**config.mk**
```make
export PLATFORM = sky130hd
export DESIGN_NAME = switch_debouncer_flat
export DESIGN_NICKNAME = d
export VERILOG_FILES = /design/src/rtl/mojo_pkg.sv /design/src/rtl/switch_debouncer_if.sv /design/src/rtl/debounce_bit.sv /design/src/rtl/switch_debouncer.sv /design/src/flat_wrapper.sv
export SDC_FILE = /design/constraint.sdc
export NUM_CORES = 1
export LEC_CHECK = 0
export CAP_MARGIN = 20
export CORE_ASPECT_RATIO = 2
export CORE_UTILIZATION = 45
export CTS_CLUSTER_DIAMETER = 200
export DETAILED_ROUTE_END_ITERATION = 6
export SLEW_MARGIN = 20
export SYNTH_ARGS = -nofsm -noshare
export SYNTH_HDL_FRONTEND = slang
export SYNTH_SLANG_ARGS = --single-unit
```
**constraint.sdc**
```tcl
create_clock -name clk -period 3.95 [get_ports clk]
set_input_delay 0.5925 -clock clk [delete_from_list [all_inputs] [get_ports clk]]
set_output_delay 0.5925 -clock clk [all_outputs]
set_load 0.02 [all_outputs]
```
**src/rtl/mojo_pkg.sv**
```systemverilog
// mojo_pkg: board-wide constants shared by the Mojo HACK gate-test blocks.
package mojo_pkg;
  localparam int SW_WIDTH = 8;
  localparam int CLK_HZ = 50_000_000;
  localparam int DEBOUNCE_CYCLES = CLK_HZ / 100;
  function automatic int cnt_width(input int n);
    return (n > 1) ? $clog2(n) : 1;
  endfunction
endpackage

```
**src/rtl/switch_debouncer_if.sv**
```systemverilog
// switch_debouncer_if: raw switch pins in, debounced levels and strobes out.
interface switch_debouncer_if import mojo_pkg::*; #(parameter int WIDTH = SW_WIDTH);
  logic [WIDTH-1:0] sw_raw;
  logic [WIDTH-1:0] sw_clean;
  logic [WIDTH-1:0] sw_rise;
  logic [WIDTH-1:0] sw_fall;
  logic changed;
  logic busy;
  modport master (output sw_raw, input sw_clean, sw_rise, sw_fall, changed, busy);
  modport slave (input sw_raw, output sw_clean, sw_rise, sw_fall, changed, busy);
endinterface

```
**src/rtl/debounce_bit.sv**
```systemverilog
// debounce_bit: two-flop synchroniser, stability counter and edge strobes for one switch.
module debounce_bit import mojo_pkg::*; #(
  parameter int STABLE_CYCLES = DEBOUNCE_CYCLES
) (
  input  logic clk,
  input  logic rst_n,
  input  logic i_raw,
  output logic o_clean,
  output logic o_rise,
  output logic o_fall,
  output logic o_evt_nxt,
  output logic o_busy_nxt
);
  localparam int CNT_W = cnt_width(STABLE_CYCLES);
  localparam logic [CNT_W-1:0] LAST = CNT_W'(STABLE_CYCLES - 1);
  logic r_s1, r_s2, r_clean, r_rise, r_fall;
  logic [CNT_W-1:0] r_cnt;
  logic w_diff, w_take, w_clean_nxt;
  logic [CNT_W-1:0] w_cnt_nxt;
  assign w_diff = r_s2 ^ r_clean;
  assign w_take = w_diff && (r_cnt == LAST);
  assign w_cnt_nxt = (w_diff && !w_take) ? r_cnt + 1'b1 : '0;
  assign w_clean_nxt = w_take ? r_s2 : r_clean;
  // busy is the registered image of (cnt != 0 || s2 != clean), so derive it from next-state values
  assign o_busy_nxt = (w_cnt_nxt != '0) || (r_s1 != w_clean_nxt);
  assign o_evt_nxt = w_take;
  assign o_clean = r_clean;
  assign o_rise = r_rise;
  assign o_fall = r_fall;
  always_ff @(posedge clk) begin
    if (!rst_n) begin
      r_s1 <= 1'b0;
      r_s2 <= 1'b0;
      r_cnt <= '0;
      r_clean <= 1'b0;
      r_rise <= 1'b0;
      r_fall <= 1'b0;
    end else begin
      r_s1 <= i_raw;
      r_s2 <= r_s1;
      r_cnt <= w_cnt_nxt;
      r_clean <= w_clean_nxt;
      r_rise <= w_take & r_s2;
      r_fall <= w_take & ~r_s2;
    end
  end
endmodule

```
**src/rtl/switch_debouncer.sv**
```systemverilog
// switch_debouncer: per-bit debouncing of the DIP-switch banks with aggregate changed/busy flags.
module switch_debouncer import mojo_pkg::*; #(
  parameter int WIDTH = SW_WIDTH,
  parameter int STABLE_CYCLES = DEBOUNCE_CYCLES
) (
  input logic clk,
  input logic rst_n,
  switch_debouncer_if.slave sw
);
  logic [WIDTH-1:0] w_clean, w_rise, w_fall, w_evt, w_busy;
  logic r_changed, r_busy;
  for (genvar i = 0; i < WIDTH; i++) begin : g_bit
    debounce_bit #(.STABLE_CYCLES(STABLE_CYCLES)) u_bit (
      .clk(clk),
      .rst_n(rst_n),
      .i_raw(sw.sw_raw[i]),
      .o_clean(w_clean[i]),
      .o_rise(w_rise[i]),
      .o_fall(w_fall[i]),
      .o_evt_nxt(w_evt[i]),
      .o_busy_nxt(w_busy[i])
    );
  end
  always_ff @(posedge clk) begin
    if (!rst_n) begin
      r_changed <= 1'b0;
      r_busy <= 1'b0;
    end else begin
      r_changed <= |w_evt;
      r_busy <= |w_busy;
    end
  end
  assign sw.sw_clean = w_clean;
  assign sw.sw_rise = w_rise;
  assign sw.sw_fall = w_fall;
  assign sw.changed = r_changed;
  assign sw.busy = r_busy;
endmodule

```
**src/flat_wrapper.sv**
```systemverilog
// flat-port wrapper written by rule: the top's interface ports become plain ports
module switch_debouncer_flat import mojo_pkg::*;
#(
  parameter int WIDTH = SW_WIDTH,
  parameter int STABLE_CYCLES = DEBOUNCE_CYCLES
)
  (clk, rst_n, sw_sw_raw, sw_sw_clean, sw_sw_rise, sw_sw_fall, sw_changed, sw_busy);
  switch_debouncer_if #(.WIDTH(WIDTH)) sw_i ();
  input logic clk;
  input logic rst_n;
  input wire logic [$bits(sw_i.sw_raw)-1:0] sw_sw_raw;
  output wire logic [$bits(sw_i.sw_clean)-1:0] sw_sw_clean;
  output wire logic [$bits(sw_i.sw_rise)-1:0] sw_sw_rise;
  output wire logic [$bits(sw_i.sw_fall)-1:0] sw_sw_fall;
  output wire logic [$bits(sw_i.changed)-1:0] sw_changed;
  output wire logic [$bits(sw_i.busy)-1:0] sw_busy;
  assign sw_i.sw_raw = sw_sw_raw;
  assign sw_sw_clean = sw_i.sw_clean;
  assign sw_sw_rise = sw_i.sw_rise;
  assign sw_sw_fall = sw_i.sw_fall;
  assign sw_changed = sw_i.changed;
  assign sw_busy = sw_i.busy;
  switch_debouncer #(.WIDTH(WIDTH), .STABLE_CYCLES(STABLE_CYCLES)) u_core (.clk(clk), .rst_n(rst_n), .sw(sw_i));
endmodule
```
# Word level (Yosys, flattened, before mapping)
# Index checks and enable logic that the tools add are counted.
classes:
  addsub: 8
  n_eq_ne: 16
  muxes: 16
  n_bitwise: 32
  n_reduce_logical: 42
op_table:
  columns: ["op", "n"]
  rows:
  - ["19-bit by 1-bit adder with 19-bit output (second input constant)", 8]
  - ["19-bit == test (second input constant)", 8]
  - ["19-bit 2-to-1 mux", 8]
  - ["19-bit nonzero test", 8]
  - ["1-bit AND", 16]
  - ["1-bit logical AND", 16]
  - ["8-bit OR reduction", 2]
  - ["1-bit logical NOT", 8]
  - ["1-bit logical OR", 8]
  - ["1-bit 2-to-1 mux", 8]
  - ["1-bit != test", 8]
  - ["1-bit inverter", 8]
  - ["1-bit bitwise XOR", 8]
totals:
  reg_bits: 194
  in_bits: 10
  output_inout_bits: 26
  word_cells: 164

# Depth between registers and ports, before layout
# Gate-level depths: netlist of the first run.
logic_depth:
  ltp_word: 8
  depth_mapped: 11
  ltp_nobuf: 10

# Hierarchy
# From an unflattened synthesis of the first run, not the netlist that was laid out.
unflattened:
  hier_cells: 1184
  hier_area_um2: 10920.5
modules_own_cells:
  columns: ["mod", "instances", "cells_per_inst", "area_per_inst_um2", "seq_area_each_um2"]
  rows:
  - ["debounce_bit", 8, 147, 1355.0, 480.5]
  - ["switch_debouncer", 1, 8, 80.1, 40.0]

# Least setup slack after synthesis of the first run
# No wires, ideal clock.
synth_path:
  path_type: "reg2reg"
  from: "register u_core.g_bit[4].u_bit.r_cnt[7]"
  to: "register u_core.r_busy, in the netlist u_core.sw.busy"
  setup_ns: 0.121
  arrival_ns: 3.145
  required_ns: 3.829
  path_slack_ns: 0.684
  path_stages_with_launch: 11
  n_path_buf: 1
  period_less_slack_ns: 3.266
  cell_sequence: "dfxtp_1 > clkbuf_1 > or4b_1 > or4_1 > nor3_1 > mux2i_1 > nor2_1 > or4b_2 > nor4_2 > and4_1 > a31oi_1"
synth_via:
  elab_chain_cells: 8
  word_cells_on_any_way: 11
  cone_classes: "add/sub (1); eq/ne (2); mux (2); reduce/logical (6)"
synth_rtl:
  columns: ["item", "line", "text"]
  rows:
  - ["from (decl)", "debounce_bit.sv:17", "logic [CNT_W-1:0] r_cnt;"]
  - ["from (signal assigned)", "debounce_bit.sv:41", "r_cnt <= w_cnt_nxt;"]
  - ["branches (longest 6 deep; another with 19-bit by 1-bit adder with 19-bit output)", null, null]
  - ["1-bit logical OR *", "debounce_bit.sv:25", "assign o_busy_nxt = (w_cnt_nxt != '0) || (r_s1 != w_clean_nxt);"]
  - ["8-bit OR reduction *", "switch_debouncer.sv:30", "r_busy <= |w_busy;"]
  - ["to (signal assigned)", "switch_debouncer.sv:30", null]
  - ["to (decl)", "switch_debouncer.sv:11", "logic r_changed, r_busy;"]
# Every way passes the cells marked *.
# A chain may end at the register's enable or synchronous reset.

# Worst setup path after layout of the first run
# Same ends and word-level chain as after synthesis.

==> results of run 1 <==
[per-layer routing]
layer  GRT usage (%)  routed length [um]  vias up
met3            3.74                 598       53
met2            42.0               13300      142
li1                -                   -     4216
met4            11.4                 982        0
met1            23.1                9640     3968
met5               0                   0        -
[critical path, stage by stage, from the launching register on]
cell and delay [ns]:
dfxtp_1 0.39, or4b_1 0.53, or4_1 0.42, nor3_1 0.38, mux2i_1 0.35, nor2_1 0.07, or4b_2 0.69, nor4_2 0.27
and4_1 0.21, a31oi_1 0.08
[report_power, final]
group | total, uW | internal [uW] | switching (uW)
combinational | 81.6 | 31.3 | 50.2
clock | 1730 | 938 | 797
sequential | 1980 | 1970 | 12.2
[flip-flops by register name, summed over array words and instances, names as in the netlist]
register / flops
u_core.sw.changed: 1
u_core.g_bit.u_bit.r_s2: 8
u_core.g_bit.u_bit.o_clean: 8
u_core.g_bit.u_bit.o_rise: 8
u_core.g_bit.u_bit.o_fall: 8
u_core.sw.busy: 1
u_core.g_bit.u_bit.r_s1: 8
u_core.g_bit.u_bit.r_cnt: 152
[cell usage in the layout, fill, tap and decap left out, types with 16 or more instances in the layout]
master and count:
dfxtp_1 194, clkdlybuf4s50_1 34, xor2_1 65, a21oi_1 22, and3_1 39, xnor2_1 92, nor2_1 188, nand2_1 88
inv_1 22, nand3_1 74, nor3_1 39, nor4_1 26, o21ai_0 16, and2_1 22, clkbuf_16 17, nand4_1 41
[metrics by stage]
step	total power [uW]	hold slack [ns]	worst slack, ns
4_1_cts	3850	0.482	0.400
3_3_place_gp	2110	0.456	0.454
5_1_grt	3940	0.498	0.146
6_report	3790	0.475	0.434
3_5_place_dp	2110	0.466	0.424
2_1_floorplan	2070	0.437	0.684
[layout make-up]
class,instances,share of cell area (%)
Clock buffer,17,3.86
Clock inverter,15,1.44
Inverter,23,0.783
Multi-Input combinational cell,917,52.1
Sequential cell,194,35.2
Tap cell,276,3.13
Timing Repair Buffer,40,3.47
[cells by family (layout without fill, tap and decap cells)]
logic type / after synthesis / after routing
and+or+nand+nor: 619 / 619
DFF: 194 / 194
xor gates and xnor gates: 157 / 157
AOI/OAI and AO/OA: 116 / 116
buffers and inverters: 103 / 95
muxes: 17 / 17
adders and majority gates: 8 / 8
[worst max path at each step]
| stage | from | end | slack [ns] | cells after the start |
|---|---|---|---|---|
| after global routing | u_core.g_bit[4].u_bit.r_cnt[7] | u_core.sw.busy | 0.15 | 9 |
| after detailed placement | u_core.g_bit[4].u_bit.r_cnt[7] | u_core.sw.busy | 0.42 | 9 |
| after CTS | u_core.g_bit[4].u_bit.r_cnt[7] | u_core.sw.busy | 0.40 | 9 |
| after global placement | u_core.g_bit[4].u_bit.r_cnt[7] | u_core.sw.busy | 0.45 | 9 |
| final | u_core.g_bit[4].u_bit.r_cnt[7] | u_core.sw.busy | 0.43 | 9 |
| after floorplan | u_core.g_bit[4].u_bit.r_cnt[7] | u_core.sw.busy | 0.68 | 10 |
==> run metrics, run 1 <==
vias in the first global route 8239; starting DRC count in detailed routing 290; WP data required 4.27 ns; max-slew violations 0; simple-gate share of the synthesized area 32.2%; final core utilization 50.0%; Hold Path Cell Cnt 1; register area share after synthesis 38.4%; dpl cells 1450; starting density of the core 45.9%; hold path startpoint u_core.g_bit[4].u_bit.r_cnt[0]; maxcap violations 0; first-pass GRT wire length 40400 um; Syn Nets 1232; # diodes 0; r2r endpoint u_core.sw.busy; Post-Layout Cell Count 1482; Layout Skew 0.0110 ns; TritonCTS buffer count 17; RSZ-0062 raised after global routing false; gr usage total 22.4%; Avg Vias per Cell 5.65; ranking of synthesized cells by area dfxtp_1 (38%), xnor2_1 (8.0%), nor2_1 (7.0%); post-CTS sizing 0; CTS tree yes; Startpoint Class flip-flop; relative slew slack 53.3%; clock buffer depth 2; Final Cycle Share 89.0%; Final #Nets 1211; top cell type by total area after synthesis dfxtp_1; Antenna Nets Post-Route 0; hold crit path type flip-flop to flip-flop; VDD IR-drop max 285 uV; Ys Warns 0; Area Overhead vs Synth 8.93%; worst r2r src u_core.g_bit[4].u_bit.r_cnt[7]; Placed Area 0.0104 mm2; overflow left after global routing 0; vias 8379; CTS Sinks 194; fillers 2186; WL/cell 16.5 um; placer's final routability congestion estimate 0.848; Hold Fails Final Rpt 0; DRT Pass-1 Iters 4; adder-cell share of the synthesized area 0.989%; Max Fclk 284 MHz; Top FF cell, synth dfxtp_1; area occupied by multi-input gates 0.00574 mm2; Mean Syn Cell Area 8.34 um2; overall die width 108 um; cell count after synthesis 1214; Cell variety after synth 82; min Tclk post-route 3.52 ns; Mapped Area 0.0101 mm2; cts hold-fix bufs 0; post-synthesis compound-gate area fraction 8.14%; Worst R2R Setup Slack 0.43 ns; Post-synth EDFFs 0; Buffers on Ports 35; H-Tree Depth 4; design area 0.0110 mm2; P_leak 0.00353 uW; post-CTS setup buffer count 0; Slew @ Worst Pin 0.682 ns; largest family of logic cells by synthesized area simple AND/OR/NAND/NOR gates; I/O Pins 36; # DRC 0; antenna violations before repair 0; mux cell area share after synthesis 1.77%; Synth Register Bits 194; Setup violations, final 0; Worst-Skew Late Latency 0.46 ns; Arr. time, crit path 3.84 ns; core area 0.0221 mm2; Seq. cell area 0.00388 mm2; Hold Path Sink u_core.g_bit[4].u_bit.r_cnt[0]; die height 214 um; setup TNS 0 ns; post-synthesis xor/xnor area fraction 13.6%; status finished clean; async set or reset register ratio after synthesis 0%; largest net degree at the start of global routing 29; Core Rows 77; layout cells sized above 1 5.97%; Reg2Reg Depth 9; die area 0.0231 mm2; clock root cell clkbuf_16; Yosys top cell area share 38.4%; count leader, synth dfxtp_1; CP Class flip-flop to flip-flop; post-DP HPWL 18600 um; clock-pin slew on the worst setup and hold paths 0.07 ns; final WL 24500 um; Setup crit end kind flip-flop; Synth top cells by count dfxtp_1 (194), nor2_1 (188), xnor2_1 (92); PwrDens 344 mW/mm2; maximum fanout along the worst path 9
Power figures use the tool's default switching activity.
==> run 2, diff against run 1 <==
--- a/config.mk
+++ b/config.mk
@@ -7,6 +7,7 @@
 export LEC_CHECK = 0
 export CAP_MARGIN = 20
 export CORE_ASPECT_RATIO = 2
+export CORE_MARGIN = 2
 export CORE_UTILIZATION = 45
 export CTS_CLUSTER_DIAMETER = 200
 export DETAILED_ROUTE_END_ITERATION = 6
==> run metrics, run 2 (synthesis gave the netlist of run 1 again) <==
status finished clean; setup TNS 0 ns (unchanged); design area 0.0110 mm2 (-0.16%); die area 0.0238 mm2 (+2.8%); Startpoint Class flip-flop; Final #Nets 1213 (+0.17%); Arr. time, crit path 3.85 ns (about the same); post-DP HPWL 18200 um (-2.0%); maximum fanout along the worst path 9 (unchanged); register bank with the most flops u_core.g_bit.u_bit.r_cnt; Worst-Skew Late Latency 0.45 ns (about the same); Max Fclk 283 MHz (-0.40%); CTS tree yes; Worst R2R Setup Slack 0.42 ns (about the same); commonest non-fill, non-tap cell in the layout dfxtp_1; clock-pin slew on the worst setup and hold paths 0.07 ns (about the same); vias 8337 (-0.50%); hold crit path type flip-flop to flip-flop; post-CTS sizing 0 (unchanged); clock buffer depth 2 (unchanged); first-pass GRT wire length 40500 um (+0.39%); Area Overhead vs Synth 8.75%; maxcap violations 0 (unchanged); worst hold margin 0.474 ns (-0.000817 ns); relative slew slack 48.9% (-4.4 points); vias in the first global route 8233 (-0.073%); Core Rows 77 (unchanged); # DRC 0 (unchanged); Avg Vias per Cell 5.63 (-0.43%); Antenna Nets Post-Route 0 (unchanged); placer's final routability congestion estimate 0.872 (+2.8%); Reg2Reg Depth 9 (unchanged); P_leak 0.00352 uW (-0.52%); most frequent cells in the layout dfxtp_1 (194), nor2_1 (188), xnor2_1 (92), nand2_1 (88), nand3_1 (74); DRT Pass-1 Iters 5 (+1); Placed Area 0.0105 mm2 (+0.14%); TritonCTS buffer count 17 (unchanged); fillers 2150 (-1.6%); Slew @ Worst Pin 0.747 ns (+0.0646 ns); antenna violations before repair 0 (unchanged); layout cells sized above 1 5.48% (-0.49 points); max-slew violations 0 (unchanged); VDD IR-drop max 252 uV (-12%); gr usage total 21.9% (-0.59 points); largest net degree at the start of global routing 48 (+66%); clock root cell clkbuf_16; PwrDens 340 mW/mm2 (-1.3%); CTS Sinks 194 (unchanged); Setup violations, final 0 (unchanged); cts hold-fix bufs 0 (unchanged); Hold Path Cell Cnt 1 (unchanged); final core utilization 49.9% (-0.079 points); die height 216 um (+0.93%); core area 0.0221 mm2 (unchanged); Setup crit end kind flip-flop; starting density of the core 45.9% (unchanged); final WL 24400 um (-0.44%); post-CTS setup buffer count 0 (unchanged); starting DRC count in detailed routing 266 (-8.3%); Hold Fails Final Rpt 0 (unchanged); H-Tree Depth 4 (unchanged); WL/cell 16.5 um (-0.37%); CP Class flip-flop to flip-flop; Total Power 3740 uW (-1.5%); Buffers on Ports 35 (unchanged); Final Cycle Share 89.4% (+0.36 points); RSZ-0062 raised after global routing false; overflow left after global routing 0 (unchanged); WP data required 4.27 ns (about the same); overall die width 110 um (+1.9%); min Tclk post-route 3.53 ns (+0.0142 ns); I/O Pins 36 (unchanged); # diodes 0 (unchanged); max reg flops 152 (unchanged); Layout Skew 0.00774 ns (-0.00321 ns)
[run 2: changes by cell type in the layout (fill, tap and decap cells not counted)]
cell / previous run / this run
clkinv_4: 6 / 0
clkbuf_1: 0 / 5
clkinv_2: 4 / 1
inv_6: 3 / 0
buf_4: 5 / 7
clkbuf_8: 0 / 2
clkinvlp_4: 0 / 2
[run 2: final timing paths]
check,end,startpoint
max reg2reg,u_core.sw.busy,u_core.g_bit[4].u_bit.r_cnt[7]
max,u_core.sw.busy,u_core.g_bit[4].u_bit.r_cnt[7]
min,u_core.g_bit[6].u_bit.r_cnt[0],u_core.g_bit[6].u_bit.r_cnt[0]
min reg2reg,u_core.g_bit[6].u_bit.r_cnt[0],u_core.g_bit[6].u_bit.r_cnt[0]
[run 2: cell type report]
cell class                      instances  area [um2]  area share, %
Clock buffer                           24         472           4.29
Clock inverter                          5        80.1          0.728
Inverter                               23        86.3          0.784
Multi-Input combinational cell        917        5740           52.2
Sequential cell                       194        3880           35.3
Tap cell                              276         345           3.14
Timing Repair Buffer                   42         398           3.62
[run 2: worst max-delay path: stages (launching register included)]
cell	delay [ns]
dfxtp_1	0.39
or4b_1	0.53
or4_1	0.43
nor3_1	0.37
mux2i_1	0.36
nor2_1	0.06
or4b_2	0.69
nor4_2	0.27
and4_1	0.22
a31oi_1	0.08
[run 2: power breakdown]
part	switching (uW)	internal, uW	leakage [uW]	total, uW
Sequential	12.2	1970	0.00157	1980
Combinational	50.2	31.4	0.00169	81.6
Clock	724	954	0.000262	1680
[run 2: layer usage]
layer	share of wire (%)	up-vias	track usage, %
li1	-	4193	-
met1	40	3943	23.8
met2	53	144	39.5
met3	2.8	57	3.88
met4	3.9	0	10.4
met5	0	-	0
[run 2: stage by stage]
step,worst slack [ns],cells
after floorplan,0.684,1214
after global placement,0.474,1452
after detailed placement,0.424,1452
after CTS,0.398,1481
after global routing,0.263,1481
final,0.420,1481
